===== src/rtl/user_uart_rx.sv =====
// user_uart_rx: oversampling 8N1 UART receiver with a 255-entry FIFO and DATA/STATUS bus words.
// Define USER_UART_RX_PARITY_EN for 8E1 frames with a functional parity_err flag.
module user_uart_rx #(
    parameter int UART_RX_CLK_DIV = 434
) (
    input  logic        clk,
    input  logic        rst,
    input  logic        i_uart_rx,
    output logic        o_rx_valid,
    input  logic        rd_req_i,
    output logic        rd_gnt_o,
    input  logic [31:0] rd_addr_i,
    output logic [31:0] rd_data_o,
    input  logic        wr_req_i,
    output logic        wr_gnt_o,
    input  logic [31:0] wr_addr_i,
    input  logic [31:0] wr_data_i,
    input  logic [3:0]  wr_be_i
);
    localparam int CW = $clog2(UART_RX_CLK_DIV);
    localparam logic [CW-1:0] HALF = CW'(UART_RX_CLK_DIV / 2 - 1);
    localparam logic [CW-1:0] FULL = CW'(UART_RX_CLK_DIV - 1);

`ifdef USER_UART_RX_PARITY_EN
    typedef enum logic [2:0] {S_IDLE, S_START, S_DATA, S_PARITY, S_STOP} state_t;
`else
    typedef enum logic [2:0] {S_IDLE, S_START, S_DATA, S_STOP} state_t;
`endif

    state_t      state_q, state_d;
    logic [1:0]  sync_q;
    logic [CW-1:0] cnt_q, cnt_d;
    logic [2:0]  bit_q, bit_d;
    logic [7:0]  shreg_q, shreg_d;
    logic [7:0]  wr_ptr_q, rd_ptr_q, fifo_len;
    logic [7:0]  mem [256];
    logic [2:0]  flags_q, flags_d, clr;
    logic [31:0] rd_data_q, rd_data_d;
    logic        rxs, perr, stop_hit, full, empty, push, pop;
    logic        set_ferr, set_perr, set_ovr, rd_word, wr_word;
    logic        unused_bits;

    assign rxs = sync_q[1];

`ifdef USER_UART_RX_PARITY_EN
    logic perr_q, perr_d;
    assign perr = perr_q;
    always_ff @(posedge clk) begin
        if (rst) perr_q <= 1'b0;
        else     perr_q <= perr_d;
    end
`else
    assign perr = 1'b0;
`endif

    always_comb begin
        state_d  = state_q;
        cnt_d    = cnt_q + 1'b1;
        bit_d    = bit_q;
        shreg_d  = shreg_q;
        stop_hit = 1'b0;
`ifdef USER_UART_RX_PARITY_EN
        perr_d   = perr_q;
`endif
        case (state_q)
            S_IDLE: begin
                cnt_d = '0;
                if (!rxs) state_d = S_START;
            end
            S_START: if (cnt_q == HALF) begin
                cnt_d   = '0;
                bit_d   = '0;
                state_d = rxs ? S_IDLE : S_DATA;
            end
            S_DATA: if (cnt_q == FULL) begin
                cnt_d   = '0;
                shreg_d = {rxs, shreg_q[7:1]};
                bit_d   = bit_q + 3'd1;
`ifdef USER_UART_RX_PARITY_EN
                if (bit_q == 3'd7) state_d = S_PARITY;
`else
                if (bit_q == 3'd7) state_d = S_STOP;
`endif
            end
`ifdef USER_UART_RX_PARITY_EN
            S_PARITY: if (cnt_q == FULL) begin
                cnt_d   = '0;
                perr_d  = rxs ^ (^shreg_q);
                state_d = S_STOP;
            end
`endif
            // Leave at mid stop bit so a back-to-back start edge is not missed.
            S_STOP: if (cnt_q == FULL) begin
                cnt_d    = '0;
                stop_hit = 1'b1;
                state_d  = S_IDLE;
            end
            default: state_d = S_IDLE;
        endcase
    end

    assign fifo_len = wr_ptr_q - rd_ptr_q;
    assign empty    = fifo_len == 8'd0;
    assign full     = fifo_len == 8'hFF;
    assign set_ferr = stop_hit & ~rxs;
    assign set_perr = stop_hit & rxs & perr;
    assign set_ovr  = stop_hit & rxs & ~perr & full;
    assign push     = stop_hit & rxs & ~perr & ~full;

    assign rd_gnt_o   = rd_req_i;
    assign wr_gnt_o   = wr_req_i;
    assign rd_word    = rd_addr_i[31:3] == 29'd0;
    assign wr_word    = wr_addr_i[31:3] == 29'd0;
    assign pop        = rd_req_i & rd_word & ~rd_addr_i[2] & ~empty;
    assign clr        = (wr_req_i & wr_word & wr_addr_i[2] & wr_be_i[1]) ? wr_data_i[10:8] : 3'b000;
    assign flags_d    = (flags_q & ~clr) | {set_perr, set_ferr, set_ovr};
    assign rd_data_d  = !(rd_req_i && rd_word) ? 32'd0 :
                        rd_addr_i[2] ? {21'd0, flags_q, fifo_len} :
                        {23'd0, ~empty, empty ? 8'd0 : mem[rd_ptr_q]};
    assign rd_data_o  = rd_data_q;
    assign o_rx_valid = ~empty;
    assign unused_bits = ^{rd_addr_i[1:0], wr_addr_i[1:0], wr_data_i[31:11], wr_data_i[7:0],
                           wr_be_i[3:2], wr_be_i[0]};

    always_ff @(posedge clk) begin
        if (rst) begin
            sync_q    <= 2'b11;
            state_q   <= S_IDLE;
            cnt_q     <= '0;
            bit_q     <= '0;
            shreg_q   <= '0;
            wr_ptr_q  <= '0;
            rd_ptr_q  <= '0;
            flags_q   <= '0;
            rd_data_q <= '0;
        end else begin
            sync_q    <= {sync_q[0], i_uart_rx};
            state_q   <= state_d;
            cnt_q     <= cnt_d;
            bit_q     <= bit_d;
            shreg_q   <= shreg_d;
            wr_ptr_q  <= wr_ptr_q + {7'd0, push};
            rd_ptr_q  <= rd_ptr_q + {7'd0, pop};
            flags_q   <= flags_d;
            rd_data_q <= rd_data_d;
        end
    end

    always_ff @(posedge clk) begin
        if (push) mem[wr_ptr_q] <= shreg_q;
    end
endmodule

===== config.mk =====
export PLATFORM = sky130hd
export DESIGN_NAME = user_uart_rx
export DESIGN_NICKNAME = d
export VERILOG_FILES = /design/src/rtl/user_uart_rx.sv
export SDC_FILE = /design/constraint.sdc
export NUM_CORES = 2
export LEC_CHECK = 0
export ABC_AREA = 1
export ABC_CLOCK_PERIOD_IN_PS = 5120
export BUFFER_PORTS_ARGS = -buffer_cell sky130_fd_sc_hd__buf_2
export CELL_PAD_IN_SITES_DETAIL_PLACEMENT = 2
export CELL_PAD_IN_SITES_GLOBAL_PLACEMENT = 2
export CORE_MARGIN = 2
export CORE_UTILIZATION = 35
export DETAILED_ROUTE_END_ITERATION = 7
export PLACE_DENSITY = 0.68
export REMOVE_ABC_BUFFERS = 1
export SKIP_CTS_REPAIR_TIMING = 1
export SLEW_MARGIN = 20
export SYNTH_ARGS = -nofsm -noshare
export SYNTH_HDL_FRONTEND = slang
export SYNTH_SLANG_ARGS = --single-unit

===== constraint.sdc =====
create_clock -name clk -period 5.12 [get_ports clk]
set_clock_uncertainty 0.15 [all_clocks]
set_input_delay 0.256 -clock clk [delete_from_list [all_inputs] [get_ports clk]]
set_output_delay 0.256 -clock clk [all_outputs]
set_load 0.03 [all_outputs]

### Yosys cells after proc, flatten, opt, wreduce, memory -nomap -nowiden

Memory sizes are Yosys's and may differ from the RTL's. A register that Yosys moved wholly into a read port is not among the register bits.
Cells that the tools add are included.

* flip-flop bits (word level): 76
* input bits: 105
* bits in writable memories: 2048
* memories kept: 1

Memory list
* mem: words 256, bits a word 8, read ports 1, clocked after memory_dff 1, write ports 1, RTL line 36 `logic [7:0] mem [256];`

* equal/unequal tests: 12
* reduce and logical (&&, ||, !) cells: 12
* multiplexer cells: 21
* add/sub/neg operators: 5
* bitwise logic cells: 18

Operators by type and width (number)
* zero test 29 bit: 2
* two-way mux 9 bit: 3
* case mux 9 bit (3 select lines): 1
* two-way mux 3 bit: 8
* adder 8 x 1 -> 8 bit: 2
* two-way mux 8 bit: 2
* case mux 3 bit (4 select lines): 1
* AND 1 bit: 10
* != test 2 bit (second input constant): 5
* adder 9 x 1 -> 9 bit (second input constant): 1
* equality test 9 x 8 -> 1 bit (second input constant): 1
* equality test 9 bit (second input constant): 1
* equality test 8 bit (second input constant): 1
* zero test 8 bit: 1
* subtractor 8 bit: 1
* equality test 3 x 2 -> 1 bit (second input constant): 2
* case mux 3 bit (2 select lines): 1
* NOT 1 bit: 5
* AND reduction 5 bit: 1
* two-way mux 1 bit: 4
* OR reduction 2 bit: 2
* adder 3 x 1 -> 3 bit (second input constant): 1
* AND 3 bit: 1
* equality test 3 x 1 -> 1 bit (second input constant): 1
* 10 further kinds: 10

### Logic depth before layout (Yosys ltp)

* word-level depth: 8
* depth in mapped cells: 24

### Least setup slack after synthesis

Ideal clock, no wire load.

* path type: reg2reg
* start: reg shreg_q[7]
* end: mem mem[0][7] (data pin)
* path slack: 0.697 ns
* arrival time: 3.413 ns
* clock period less this slack: 4.423 ns
* setup time: 0.859 ns
* stages on the path, launching flop included: 1
* cells stage by stage: dfxtp_1

RTL lines
* start: declaration: RTL line 34 `logic [7:0] shreg_q, shreg_d;`
* start signal: assignment: RTL line 141 `shreg_q <= shreg_d;`
* end: declaration: RTL line 36

No word-level cell before the write port.

### Worst setup path in the final report

* start: reg wr_ptr_q[0]
* end: mem mem[241][5] (enable)

* word-level cells in the longest chain between the ends: 6

RTL lines
* start: declaration: RTL line 35 `logic [7:0] wr_ptr_q, rd_ptr_q, fifo_len;`
* start signal: assignment: RTL line 142 `wr_ptr_q <= wr_ptr_q + {7'd0, push};`
* subtractor 8 bit: RTL line 102 `assign fifo_len = wr_ptr_q - rd_ptr_q;`
* equality test 8 bit: RTL line 104 `assign full = fifo_len == 8'hFF;`
* NOT 1 bit: RTL line 108 `assign push = stop_hit & rxs & ~perr & ~full;`
* AND 1 bit: RTL line 108
* two-way mux 1 bit: RTL line 150 `if (push) mem[wr_ptr_q] <= shreg_q;`
* two-way mux 1 bit (not written as such): RTL line 150

Parallel ways exist; a longest one is shown, timed or not.

==> key figures <==
Critical path
  – CP max stage cell: nor2_1
  – Kind of end point of the critical path: register
  – CP peak stage delay: 0.71 ns
  – Number of buffers and inverters on the critical path: 4
  – Family with the most delay on the worst path: simple AND/OR/NAND/NOR gates
  – R2R cell count: 15
  – Cell mode on critical path: nand3_1
  – Critical path depth in cells: 15
  – Crit-path cells: inv_1 -> ha_1 -> inv_1 -> fa_1 -> nand3_1 -> nand3_1 -> xor2_1 -> nor2_1 -> and2_1 -> nand3_1 -> and2_1 -> buf_4 -> nand3_4 -> buf_4 -> nor2_1
  – Crit path DAT: 5.12 ns
  – Req. time, crit path: 5.46 ns
  – Path type of the worst setup path: reg -> reg
  – Worst-path maximum fanout: 10
  – CP Launch Type: register

Timing
  – Max Freq: 209 MHz
  – Final hold viol count: 0
  – Slew @ Worst Pin: 1.11 ns
  – Fin crit share: 93.4%
  – Setup violations, final: 0
  – RSZ-0062 raised after global routing: no
  – Worst hold slack: 0.161 ns
  – Setup ws final: 0.340 ns
  – Setup_tns: 0 ns
  – Period minus WS final: 4.78 ns
  – Final Max Tran Viols: 0
  – Slew HR: 25.8%

CTS
  – CTS buffer count: 223
  – CTS H-tree lvls: 4
  – Max Buffers Root-to-Sink: 3
  – Skew-Pair Late Insertion Delay: 0.90 ns
  – CTS tree: done
  – Sink Count: 2102
  – Clk root buf: clkbuf_16
  – CTS clock-pin slew for the worst setup and hold paths: 0.06 ns

Drt
  – Final antenna-violating net count: 0
  – DR DRC count: 0
  – Post-Route WL: 291 mm
  – Via-per-instance ratio: 5.37
  – Initial DRT Pass Iterations: 5
  – Vias: 58839
  – Routed WL per cell: 26.6 um
  – DRT iter0 DRCs: 4229

Synth
  – Synth Instances: 7559
  – Synthesized cell area: 86100 sq um
  – Fraction of registers with async set/reset: 0%
  – Synth cell types: 44
  – Sequential-to-total area share from yosys stat: 72.7%
  – Ys flop type: edfxtp_1
  – Post-synth EDFFs: 2048
  – #FFs+latches synth: 2102
  – Syn avg cell area: 11.4 sq um
  – Ys Warns: 0

Job
  – Max Cap Viol: 0

Power
  – Clock power frac: 45.8%
  – PD cells: 355 nW/um^2
  – Combinational fraction of design power: 0.2%
  – Net Sw Power: 6.98 mW
  – Switch share: 20.2%
  – Leak: 32.9 nW
  – Flop pwr share: 53.9%
  – VDD IR-drop max: 0.000350 V
  – Internal power: 27.5 mW

Placed design
  – DP HPWL: 171 mm
  – Input/output buffers: 82
  – DP Area: 90000 sq um
  – RD Place Congestion: 0.836
  – Pre-CTS setup slack: 0.312 ns

Global route
  – Initial antenna violation count: 8
  – Total track usage: 23.2%
  – First-pass GRT wire length: 431 mm
  – Largest net degree at the start of global routing: 165
  – Gr ovfl total: 0
  – Number of global-route vias before repair: 64071

Hold path
  – Hold Path Class: in -> reg
  – Worst Hold Depth: 8

Layout
  – Final core occ: 39.6%
  – Layout area overhead: 12.9%
  – Share of cells above drive strength 1: 7.17%
  – Finished Cell Area: 97100 sq um
  – Fin nets: 7665

Floorplanning
  – Die width: 500 um
  – Initial Util: 35.1%
  – Chip Height: 500 um
  – Die area: 250000 sq um
  – Row cnt: 182
  – Placeable Area: 245000 sq um
  – Io pins: 140

Run status
  – Status: finished, final reports clean
## flip-flops by register name, summed over array words and instances (netlist names)
| register | count |
|---|---|
| rd_ptr_q | 8 |
| flags_q | 3 |
| shreg_q | 8 |
| state_q | 2 |
| mem | 2048 |
| bit_q | 3 |
| cnt_q | 9 |
| rd_data_o | 11 |
| wr_ptr_q | 8 |
| sync_q | 2 |
## layout make-up
class	instances	area (sq um)
Fill cell	25073	148000
Antenna cell	6	15.0
Sequential cell	2102	62600
Multi-Input combinational cell	4870	21000
Timing Repair Buffer	230	2000
Clock inverter	129	996
Clock buffer	291	6000
Tap cell	3220	4030
Inverter	115	459
## logic make-up after synthesis
logic type,after synthesis,synth area share [%]
other,1,0.00436
and+or+nand+nor,4643,22.8
adders and majority gates,18,0.270
xor gates and xnor gates,11,0.112
AOI/OAI and AO/OA,177,1.08
buffers and inverters,607,3.02
DFF,2102,72.7
## synth_stat cells, drive strengths merged (10+ instances only)
| cell type | count | share of area [%] |
|---|---|---|
| nand2 | 2660 | 12 |
| edfxtp | 2048 | 71 |
| nand3 | 1556 | 9.2 |
| nor2 | 362 | 1.6 |
| clkbuf | 266 | 1.2 |
| buf | 226 | 1.4 |
| a21oi | 144 | 0.84 |
| inv | 111 | 0.48 |
| dfxtp | 54 | 1.3 |
| nor3 | 28 | 0.16 |
| ha | 17 | 0.25 |
| o21ai | 17 | 0.099 |
| nand4 | 10 | 0.073 |
| nor4 | 10 | 0.073 |
## layout by cell type (no fill, tap or decap), types with 4 or more instances in the layout
cell           Yosys  final
buf_12             1     36
ha_1              17     17
clkbuf_16          0    230
nand2_1         2660   2660
clkbuf_1         266     59
diode_2            0      6
o21ai_0           17     17
bufinv_16          0     13
clkinv_8           0      4
buf_2            100     82
inv_1            107    106
nor4_1            10     10
nand3_4            9      9
o31ai_1            5      5
a21oi_1          143    143
dfxtp_1           54     42
dfxtp_4            0     11
clkinv_2           0     39
nand4_1           10     10
or2_2              4      4
nor2_1           362    358
xor2_1             8      8
edfxtp_1        2048   2048
buf_4             31    100
nand3b_1           4      4
nand3_1         1547   1540
conb_1             1     21
dlygate4sd3_1      0     12
nand3_2            0      7
clkinv_1           4     70
nor3_1            28     28
## power groups by stage
stage / registers [mW] / clock network (mW) / logic, mW
floorplan: 18.9 / 0 / 0.0355
global placement: 18.9 / 0 / 0.0728
detailed placement: 18.9 / 0 / 0.0758
CTS: 18.6 / 16.1 / 0.0762
global route: 18.6 / 16.7 / 0.0875
finish: 18.6 / 15.8 / 0.0802
## worst register-to-register path, stage by stage, from the launching register on
cell     delay [ns]
dfxtp_1        0.35
inv_1          0.12
ha_1           0.18
inv_1          0.07
fa_1           0.43
nand3_1        0.10
nand3_1        0.09
xor2_1         0.27
nor2_1         0.09
and2_1         0.18
nand3_1        0.09
and2_1         0.50
buf_4          0.27
nand3_4        0.35
buf_4          0.44
nor2_1         0.72
## metal layers
| layer | wire [um] | vias to the layer above | GRT usage, % | part of all wire (%) |
|---|---|---|---|---|
| met1 | 127000 | 30876 | 30.7 | 44 |
| li1 | - | 26253 | - | - |
| met5 | 0 | - | 0 | 0 |
| met2 | 144000 | 1323 | 39.6 | 49 |
| met3 | 12500 | 387 | 3.16 | 4.3 |
| met4 | 7610 | 0 | 6.48 | 2.6 |
## path summary, 6_finish.rpt
path | end | slack, ns | start
worst max-delay path | mem[241][5]$_DFFE_PP_ | 0.34 | wr_ptr_q[0]$_SDFF_PP0_
worst min-delay path | flags_q[0]$_SDFF_PP0_ | 0.16 | wr_addr_i[25]
worst max register to register | mem[241][5]$_DFFE_PP_ | 0.34 | wr_ptr_q[0]$_SDFF_PP0_
worst min register to register | sync_q[1]$_SDFF_PP1_ | 0.29 | sync_q[0]$_SDFF_PP1_
## stage by stage
stage / power, mW / cells
floorplan: 19.0 / 7087
global placement: 19.0 / 10525
detailed placement: 19.0 / 10525
CTS: 34.7 / 10945
global route: 35.3 / 10958
finish: 34.4 / 10963
Power figures use the tool's default switching activity.
